<file path="src/rtl/giraffe_uart_pkg.sv">
// Shared definitions for the giraffe UART transmitter: state encoding and default baud divisor.
package giraffe_uart_pkg;

    typedef enum logic [2:0] {
        IDLE   = 3'd0,
        START  = 3'd1,
        DATA   = 3'd2,
        PARITY = 3'd3,
        STOP   = 3'd4
    } uart_state_t;

    localparam int CLKS_PER_BIT_DEF = 16;

endpackage

</file>
<file path="src/rtl/giraffe_baud_cnt.sv">
// Bit-period timer: counts 0..CLKS_PER_BIT-1 and flags the last cycle of each serial bit.
module giraffe_baud_cnt
    import giraffe_uart_pkg::*;
#(
    parameter int CLKS_PER_BIT = CLKS_PER_BIT_DEF
) (
    input  logic clk,
    input  logic nrst,
    input  logic clear,
    output logic bit_end
);

    localparam int CW = $clog2(CLKS_PER_BIT);
    localparam logic [CW-1:0] CNT_LAST = CW'(CLKS_PER_BIT - 1);

    logic [CW-1:0] cnt;

    always_ff @(posedge clk) begin
        if (!nrst) begin
            cnt <= '0;
        end else if (clear || (cnt == CNT_LAST)) begin
            cnt <= '0;
        end else begin
            cnt <= cnt + CW'(1);
        end
    end

    assign bit_end = (cnt == CNT_LAST);

endmodule

</file>
<file path="src/rtl/giraffe_uart_tx.sv">
// Serial transmitter: start bit, N_data bits LSB first, optional even parity, one stop bit.
// state  | meaning
// IDLE   | line high, uart_rdy high, waiting for wreq
// START  | driving the start bit (0)
// DATA   | shifting out data bits LSB first
// PARITY | driving even parity of the captured word
// STOP   | driving the stop bit (1); tx_done on exit
module giraffe_uart_tx
    import giraffe_uart_pkg::*;
#(
    parameter int CLKS_PER_BIT = CLKS_PER_BIT_DEF,
    parameter int N_data       = 8,
    parameter int PARITY_EN    = 0
) (
    input  logic              clk,
    input  logic              nrst,
    input  logic              wreq,
    input  logic [N_data-1:0] wdata,
    output logic              uart_rdy,
    output logic              tx,
    output logic              tx_done
);

    localparam int IDX_W = (N_data > 1) ? $clog2(N_data) : 1;
    localparam logic [IDX_W-1:0] IDX_LAST = IDX_W'(N_data - 1);

    uart_state_t       state;
    logic [N_data-1:0] shreg;
    logic [IDX_W-1:0]  bit_idx;
    logic              par_bit;
    logic              bit_end;

    // The timer is held at zero while idle so the accepting edge starts a full start bit.
    giraffe_baud_cnt #(
        .CLKS_PER_BIT(CLKS_PER_BIT)
    ) u_baud_cnt (
        .clk    (clk),
        .nrst   (nrst),
        .clear  (state == IDLE),
        .bit_end(bit_end)
    );

    always_ff @(posedge clk) begin
        if (!nrst) begin
            state    <= IDLE;
            tx       <= 1'b1;
            uart_rdy <= 1'b1;
            tx_done  <= 1'b0;
            shreg    <= '0;
            bit_idx  <= '0;
            par_bit  <= 1'b0;
        end else begin
            tx_done <= 1'b0;
            case (state)
                IDLE: begin
                    if (wreq && uart_rdy) begin
                        shreg    <= wdata;
                        par_bit  <= ^wdata;
                        state    <= START;
                        tx       <= 1'b0;
                        uart_rdy <= 1'b0;
                    end
                end
                START: begin
                    if (bit_end) begin
                        state   <= DATA;
                        tx      <= shreg[0];
                        shreg   <= shreg >> 1;
                        bit_idx <= '0;
                    end
                end
                DATA: begin
                    if (bit_end) begin
                        if (bit_idx == IDX_LAST) begin
                            if (PARITY_EN != 0) begin
                                state <= PARITY;
                                tx    <= par_bit;
                            end else begin
                                state <= STOP;
                                tx    <= 1'b1;
                            end
                        end else begin
                            bit_idx <= bit_idx + IDX_W'(1);
                            tx      <= shreg[0];
                            shreg   <= shreg >> 1;
                        end
                    end
                end
                PARITY: begin
                    if (bit_end) begin
                        state <= STOP;
                        tx    <= 1'b1;
                    end
                end
                STOP: begin
                    if (bit_end) begin
                        state    <= IDLE;
                        tx       <= 1'b1;
                        tx_done  <= 1'b1;
                        uart_rdy <= 1'b1;
                    end
                end
                default: begin
                    state    <= IDLE;
                    tx       <= 1'b1;
                    uart_rdy <= 1'b1;
                end
            endcase
        end
    end

endmodule

</file>
<file path="config.mk">
export PLATFORM = sky130hd
export DESIGN_NAME = giraffe_uart_tx
export DESIGN_NICKNAME = d
export VERILOG_FILES = /design/src/rtl/giraffe_uart_pkg.sv /design/src/rtl/giraffe_baud_cnt.sv /design/src/rtl/giraffe_uart_tx.sv
export SDC_FILE = /design/constraint.sdc
export NUM_CORES = 1
export LEC_CHECK = 0
export CAP_MARGIN = 5
export CORE_AREA = 2 2 62 64
export DETAILED_ROUTE_END_ITERATION = 8
export DIE_AREA = 0 0 64 66
export GPL_TIMING_DRIVEN = 1
export MAX_ROUTING_LAYER = met4
export SYNTH_ARGS = -nofsm -noshare
export SYNTH_HDL_FRONTEND = slang
export SYNTH_SLANG_ARGS = --single-unit
</file>
<file path="constraint.sdc">
create_clock -name clk -period 1.8 [get_ports clk]
set_input_delay 0.27 -clock clk [delete_from_list [all_inputs] [get_ports clk]]
set_output_delay 0.27 -clock clk [all_outputs]
set_load 0.005 [all_outputs]
</file>
**After elaboration in Yosys (flattened, before gate mapping)**

Cells that the tools add are included.

- Register bits after elaboration: 21
- Input bits: 11

- Bitwise operators: 2
- $add $sub $neg: 2
- Equality and inequality tests: 14
- Mux-type cells: 23
- Reductions and logical operators: 14

Operators with widths:

| cell | number |
|---|---|
| 8-bit two-way mux | 4 |
| 3-bit two-way mux | 8 |
| 8-bit one-hot mux with 3 select lines | 1 |
| 3-bit one-hot mux with 5 select lines | 1 |
| 2-bit != test, second input constant | 7 |
| 4-bit AND reduction | 2 |
| 3-bit by 2-bit equality test with 1-bit output, second input constant | 2 |
| 3-bit equality test, second input constant | 2 |
| 1-bit two-way mux | 6 |
| 3-bit one-hot mux with 2 select lines | 1 |
| 6-bit AND reduction | 1 |
| 5-bit AND reduction | 1 |
| 4-bit by 1-bit adder with 4-bit output, second input constant | 1 |
| 4-bit equality test, second input constant | 1 |
| 1-bit one-hot mux with 4 select lines | 1 |
| 2-bit OR reduction | 2 |
| 3-bit by 1-bit adder with 3-bit output, second input constant | 1 |
| 3-bit by 1-bit equality test with 1-bit output, second input constant | 1 |
| 3-bit zero test | 1 |
| 1-bit one-hot mux with 3 select lines | 1 |
| 3-bit AND reduction | 1 |
| 3-bit nonzero test | 1 |
| 3-bit OR reduction | 1 |
| 2-bit by 1-bit != test with 1-bit output, second input constant | 1 |
| 5 further kinds | 6 |

**Depth between registers and ports, before layout**

Gate-level depths: netlist (run 1).

- Depth after elaboration: 4
- Gate-level depth with buffers: 7

**By module**

A second synthesis (run 1) with hierarchy kept.

- Cells, all modules: 109
- Area total of the unflattened synthesis: 1073.5 um2

By module, submodules not included:

| module | cells an instance | instances | area each (um2) |
|---|---|---|---|
| giraffe_uart_tx | 94 | 1 | 910.9 |
| giraffe_baud_cnt | 15 | 1 | 162.7 |

**Least setup slack after synthesis (run 1)**

No wires, ideal clock.

- Path type: reg2reg
- Start: reg bit_idx[0]
- End: reg shreg[7]
- Clock period less this slack: 1708 ps
- Setup slack: 92 ps
- Path buffers: 1
- Arrival: 1636 ps
- Data required time: 1728 ps
- Cell stages (with the launch flop): 8
- Cells stage by stage: dfxtp_1 > ha_1 > ha_1 > or3b_1 > a21oi_2 > or2_1 > buf_4 > mux2i_1

- Word-level cells in the longest chain between the ends: 3

RTL lines:

| element | RTL line | RTL |
|---|---|---|
| from (decl) | giraffe_uart_tx.sv:29 | `logic [IDX_W-1:0] bit_idx;` |
| from (signal assigned) | giraffe_uart_tx.sv:83 | `bit_idx <= bit_idx + IDX_W'(1);` |
| 3-bit equality test | giraffe_uart_tx.sv:74 | `if (bit_idx == IDX_LAST) begin` |
| 2-bit != test (no line) | n/a |  |
| 5-bit AND reduction (no line) | n/a |  |
| to (signal assigned) | giraffe_uart_tx.sv:57 | `shreg <= wdata;` |
| to (signal assigned) | giraffe_uart_tx.sv:68 | `shreg <= shreg >> 1;` |
| to (signal assigned) | giraffe_uart_tx.sv:85 | `shreg <= shreg >> 1;` |
| to (decl) | giraffe_uart_tx.sv:28 | `logic [N_data-1:0] shreg;` |

Every way passes these cells.
A chain may end at the register's enable or synchronous reset.

**Final worst setup path (run 1)**

- Start: reg bit_idx[1]
- End: reg shreg[2]

The elaborated chain is that of the path after synthesis.

==> results.ini, run 1 <==
[cts]
clock_path_buffers=2
clkTransAtPathRegs_ns=0.11
clock-sinks=21
cts_inserted_buffers=3
postCtsSetupRepairBufs=0
cts_tree=done
clkLatencyLatePin_ns=0.29
h-tree-depth=1
root_buffer=clkbuf_4
ctsHoldBuffers=0

[synth]
ys_types=34
synth.area.top_cells=dfxtp_1 41%, mux2i_1 7.8%, o31ai_1 5.9%
yosysMostFrequentCell=dfxtp_1
synth_ff_type=dfxtp_1
yosysSeqAreaShare_pct=41.08
synth-edff-count=0
syn-cell-area_mm2=0.001023
synthTopCellsByCount=21 x dfxtp_1, 11 x a21oi_1, 11 x nor2_1
yosysWarnings=0
synth_top_area_cell=dfxtp_1
synth_top_area_share_pct=41.08
syn-num-nets=126
async_flop_share_pct=0
ys_ff_latch=21
syn_area_per_cell_um2=9.138
synth_cells=112

[layout]
syn_to_final_growth_pct=26.65
layout.nets=147
drive_gt1_share_pct=17.42
diodes=0
fillers=380

[grt]
antenna_found_initial=0
overflow=0
grt_pass1_vias=900
grt_pass1_wl_um=3726
grt_use_total_pct=11.33
grt_max_degree=12

[floorplan]
start_util_pct=28.82
die_w_um=64
rows=22
core_region_area_mm2=0.003551
io_pins=14
die_height_um=66
die-area_mm2=0.004224

[setup_path]
crit_required_ns=2.03
r2r-start=bit_idx[1]
end_kind=register
r2r_slack_ns=0.09
crit_chain=ha_4, ha_4, or3b_1, a21oi_2, buf_2, o31ai_1, a21oi_1
cp.arrival_ns=1.95
cpMostUsedCell=ha_4
critPathMaxFanout=5
slowest_stage=or3b_1
crit_type=register to register
cp_slowest_stage_delay_ns=0.38
r2r_cells=7
rr_endpoint=shreg[2]
startpoint_type=register

[min_path]
holdPathEnd=u_baud_cnt.cnt[0]
min-delay-start=u_baud_cnt.cnt[0]
min_path_type=register to register
hold_depth=1

[sta]
post-route-period-util_pct=95.12
rsz0062_at_grt=yes
clock_skew_ns=0.001514
holdWs_ns=0.4595
hold_violations=0
period_needed_ns=1.712
tightest_slew_ns=0.4580
setup_viol=0
fmax_mhz=584.0
max_slew_margin_pct=69.44
drv_slew=0
fin_tns_setup_ns=0

[power]
p_seq_share_pct=58.2
power.density_mw_per_mm2=682.1
fin_total_pwr_uw=884.2
ir_drop_v=0.0003672
power_leakage_nw=0.4904
combPwrFrac_pct=16.6
intPower_uw=656.6
swShare_pct=25.74
clockPowerShare_pct=25.2
switchingPower_uw=227.6

[job]
cap_viol_max_count=0

[routing]
drt-total-wl_um=2110
drtIter0Drc=12
via_count=893
drc=0
antenna_left=0
avgViaCountPerCell=4.961
firstDrtPassIters=4
wl_per_cell_um=11.72

[place]
gp_routability_congestion=0.7788
port_buffers=13
place_hpwl_um=1563

[run_status]
status=finished, final reports clean

## worst max-delay path: cells and delay by family (launching register included)
family,cells,cell delay [ns]
buffers and inverters,1,0.19
adder cells (fa/ha/maj),2,0.31
flip-flops,1,0.35
AND/OR/NAND/NOR,1,0.38
AO/OA/AOI/OAI,3,0.42
## state kept, by name, indices dropped and copies added (netlist names)
name and flops:
bit_idx 3, u_baud_cnt.cnt 4, tx_done 1, state 3, uart_rdy 1, shreg 8
tx 1
## cell type report
class	count	area (µm²)	share of cell area, %
Sequential cell	21	422.9	32.63
Clock buffer	4	26.28	2.027
Timing Repair Buffer	22	198.9	15.35
Multi-Input combinational cell	81	573.1	44.21
Inverter	4	15.01	1.158
Tap cell	48	60.06	4.633
## layout by cell type, fill, tap and decap left out, drive strengths merged, types with 3 or more instances in the layout
master	synthesis	final
nand3	5	5
nand2b	4	4
mux2i	8	8
o31ai	8	8
o22ai	3	3
clkbuf	1	4
nand2	3	3
dfxtp	21	21
clkdlybuf4s50	0	13
a21oi	12	12
nor2	13	13
inv	4	4
ha	3	3
buf	5	9
## metal layers
metal	GRT usage, %	up-vias	share of wire [%]
met3	1.533	2	2.4
met4	5.163	0	0.57
li1	-	453	-
met2	20.57	14	52
met1	12.28	424	45
met5	-	-	0
## logic make-up (layout without fill, tap and decap cells)
| family | Yosys count | count (layout) | share of synthesized area, % |
|---|---|---|---|
| xor+xnor | 3 | 3 | 2.568 |
| fa+ha+maj | 3 | 3 | 3.668 |
| buf+inv | 10 | 30 | 5.988 |
| flops | 21 | 21 | 41.08 |
| compound gates | 32 | 32 | 20.05 |
| mux | 8 | 8 | 7.824 |
| simple gates | 35 | 35 | 18.83 |
## power groups by stage
stage	combinational (mW)	clock, mW	sequential (mW)
2_1_floorplan	0.0977	0	0.516
3_3_place_gp	0.142	0	0.523
3_5_place_dp	0.144	0	0.524
4_1_cts	0.147	0.237	0.514
5_1_grt	0.162	0.259	0.518
6_report	0.147	0.223	0.514
## worst max path at each step
stage	startpoint	to	cells after the start
floorplan	bit_idx[0]	shreg[7]	7
global placement	bit_idx[0]	shreg[7]	6
detailed placement	bit_idx[0]	shreg[7]	6
CTS	bit_idx[0]	bit_idx[1]	7
global route	bit_idx[1]	shreg[7]	6
finish	bit_idx[1]	shreg[2]	7
## metrics by stage
step / area [µm²] / instances / util [%] / setup slack [ns]
CTS: 1256 / 179 / 35.38 / 0.05300
floorplan: 1023 / 112 / - / 0.09211
global placement: 1227 / 175 / 34.57 / 0.05533
detailed placement: 1227 / 175 / 34.57 / 0.02529
finish: 1296 / 180 / 36.50 / 0.08776
global route: 1296 / 180 / 36.50 / -0.02308
## repair_timing
item                       CTS  global route
setup endpoints to repair    1             5
resized for setup            1             8
cloned                       0             1
pin swaps                    0             4
No activity file was read; power rests on OpenSTA's default activity.
==> run 2: changes to the inputs <==
--- a/config.mk
+++ b/config.mk
@@ -6,11 +6,12 @@
 export NUM_CORES = 1
 export LEC_CHECK = 0
 export CAP_MARGIN = 5
-export CORE_AREA = 2 2 62 64
+export CORE_AREA = 2 2 63 65
 export DETAILED_ROUTE_END_ITERATION = 8
-export DIE_AREA = 0 0 64 66
+export DIE_AREA = 0 0 65 67
 export GPL_TIMING_DRIVEN = 1
 export MAX_ROUTING_LAYER = met4
 export SYNTH_ARGS = -nofsm -noshare
 export SYNTH_HDL_FRONTEND = slang
+export SYNTH_HIERARCHICAL = 1
 export SYNTH_SLANG_ARGS = --single-unit
==> results.ini, run 2 <==
[run_status]
status=finished, final reports clean

[place]
gp_routability_congestion=0.8570
post_dp_cell_area_mm2=0.001247
place_hpwl_um=1486
port_buffers=13
place_inst=168

[synth]
synth_simple_gate_area_share_pct=21.21
yosys.area_share.adder_pct=3.497
yosysSeqAreaShare_pct=39.16
synth_top_area_cell=dfxtp_1
muxShareOfSynthArea_pct=7.459
async_flop_share_pct=0
syn-cell-area_mm2=0.001074
synth_cells=109
synth-xor-area-share_pct=3.147
synth-edff-count=0
synth_top_family_by_area=simple AND/OR/NAND/NOR gates
yosysWarnings=6
synth_top_area_share_pct=39.16
synth.area.top_cells=dfxtp_1 39%, mux2i_1 7.5%, a21oi_1 3.7%
syn_area_per_cell_um2=9.849
yosysMostFrequentCell=dfxtp_1
ys_ff_latch=21
synth_compound_area_share_pct=20.16
synthTopCellsByCount=21 x dfxtp_1, 8 x a21oi_1, 8 x mux2i_1
syn-num-nets=123
synth_ff_type=dfxtp_1
ys_types=40

[floorplan]
rows=22
core_region_area_mm2=0.003606
io_pins=14
die_w_um=65
start_util_pct=29.77
die-area_mm2=0.004355
die_height_um=67

[layout]
diodes=0
final_cell_mix=21 x dfxtp_1, 13 x clkdlybuf4s50_1, 8 x mux2i_1, 8 x a21oi_1
design_area_mm2=0.001316
layout_commonest_cell=dfxtp_1
reg.largest.list=shreg x8, u_baud_cnt/cnt x4
layout.nets=140
syn_to_final_growth_pct=22.61
instances_no_fill=173
top_register=shreg
drive_gt1_share_pct=15.20
largest_reg_flops=8

[power]
power_leakage_nw=0.4889
ir_drop_v=0.0003253
power.density_mw_per_mm2=1093
fin_total_pwr_mw=1.439

[cts]
h-tree-depth=1
root_buffer=clkbuf_8
ctsHoldBuffers=0
postCtsSetupRepairBufs=0
cts_tree=done
cts_resized=0
clock-sinks=21
clkLatencyLatePin_ns=0.26
clock_path_buffers=2
clkTransAtPathRegs_ns=0.08
cts_inserted_buffers=3

[sta]
drv_slew=0
fmax_mhz=571.0
hold_violations=0
period_needed_ns=1.751
clock_skew_ns=0.004717
tightest_slew_ns=0.4839
fin_tns_setup_ns=0
setup_viol=0
rsz0062_at_grt=yes
max_slew_margin_pct=67.69
holdWs_ns=0.4567
post-route-period-util_pct=97.30

[setup_path]
crit_family=compound AO/OA/AOI/OAI gates
crit_required_ns=1.95
slowest_stage=o311a_4
critPathMaxFanout=9
startpoint_type=register
crit_type=register to register
end_kind=register
crit_chain=ha_1, and3_4, nor3b_2, o311a_4, o21ai_0, a21oi_1
path_buf_inv=0
cp_slowest_stage_delay_ns=0.42
cp.arrival_ns=1.90

[routing]
drtIter0Drc=16
drc=0
avgViaCountPerCell=4.931
antenna_left=0
drt-total-wl_um=2113
via_count=853
firstDrtPassIters=4
wl_per_cell_um=12.21

[job]
cap_viol_max_count=0

[min_path]
min_path_type=register to register

[grt]
grt_pass1_wl_um=3277
antenna_found_initial=0
grt_use_total_pct=9.919
overflow=0
grt_pass1_vias=780
grt_max_degree=17

[run 2: kinds of logic after synthesis]
group,after synthesis
AOI/OAI and AO/OA,33
and+or+nand+nor,32
DFF,21
buffers and inverters,9
muxes,8
xor gates and xnor gates,3
adders and majority gates,3
[run 2: through the flow]
step,setup WS (ns),util [%]
2_1_floorplan,0.1570,-
3_3_place_gp,0.1396,34.59
3_5_place_dp,0.07763,34.59
4_1_cts,0.05715,35.84
5_1_grt,-0.06739,36.50
6_report,0.04864,36.50
[run 2: worst paths after layout]
path | startpoint | to | slack, ns | cells after the start
hold reg to reg | u_baud_cnt/cnt[0] | u_baud_cnt/cnt[0] | 0.46 | 1
setup reg to reg | u_baud_cnt/cnt[0] | shreg[3] | 0.05 | 6
hold / removal | u_baud_cnt/cnt[0] | u_baud_cnt/cnt[0] | 0.46 | 1
setup / recovery | u_baud_cnt/cnt[0] | shreg[3] | 0.05 | 6
[run 2: area by class of cell]
| type | count | area [µm²] |
|---|---|---|
| fillers | 359 | 2290 |
| multi-input cells | 80 | 619.3 |
| flip-flops and latches | 21 | 420.4 |
| repair buffers | 17 | 160.2 |
| well taps | 48 | 60.06 |
| clock buffers | 4 | 45.04 |
| inverters | 3 | 11.26 |
[run 2: metal layers]
| layer | global-route usage [%] | up-vias | part of all wire [%] |
|---|---|---|---|
| met5 | - | - | 0 |
| li1 | - | 433 | - |
| met1 | 11.15 | 407 | 44 |
| met4 | 6.383 | 0 | 2.3 |
| met3 | 1.014 | 5 | 1.1 |
| met2 | 16.88 | 8 | 52 |
[run 2: power breakdown]
group / internal, mW / leakage (nW) / switching, mW / total, mW
Sequential: 0.555 / 0.172 / 0.0811 / 0.636
Clock: 0.158 / 0.0228 / 0.149 / 0.306
Combinational: 0.258 / 0.294 / 0.239 / 0.496
Total: 0.971 / 0.489 / 0.469 / 1.44
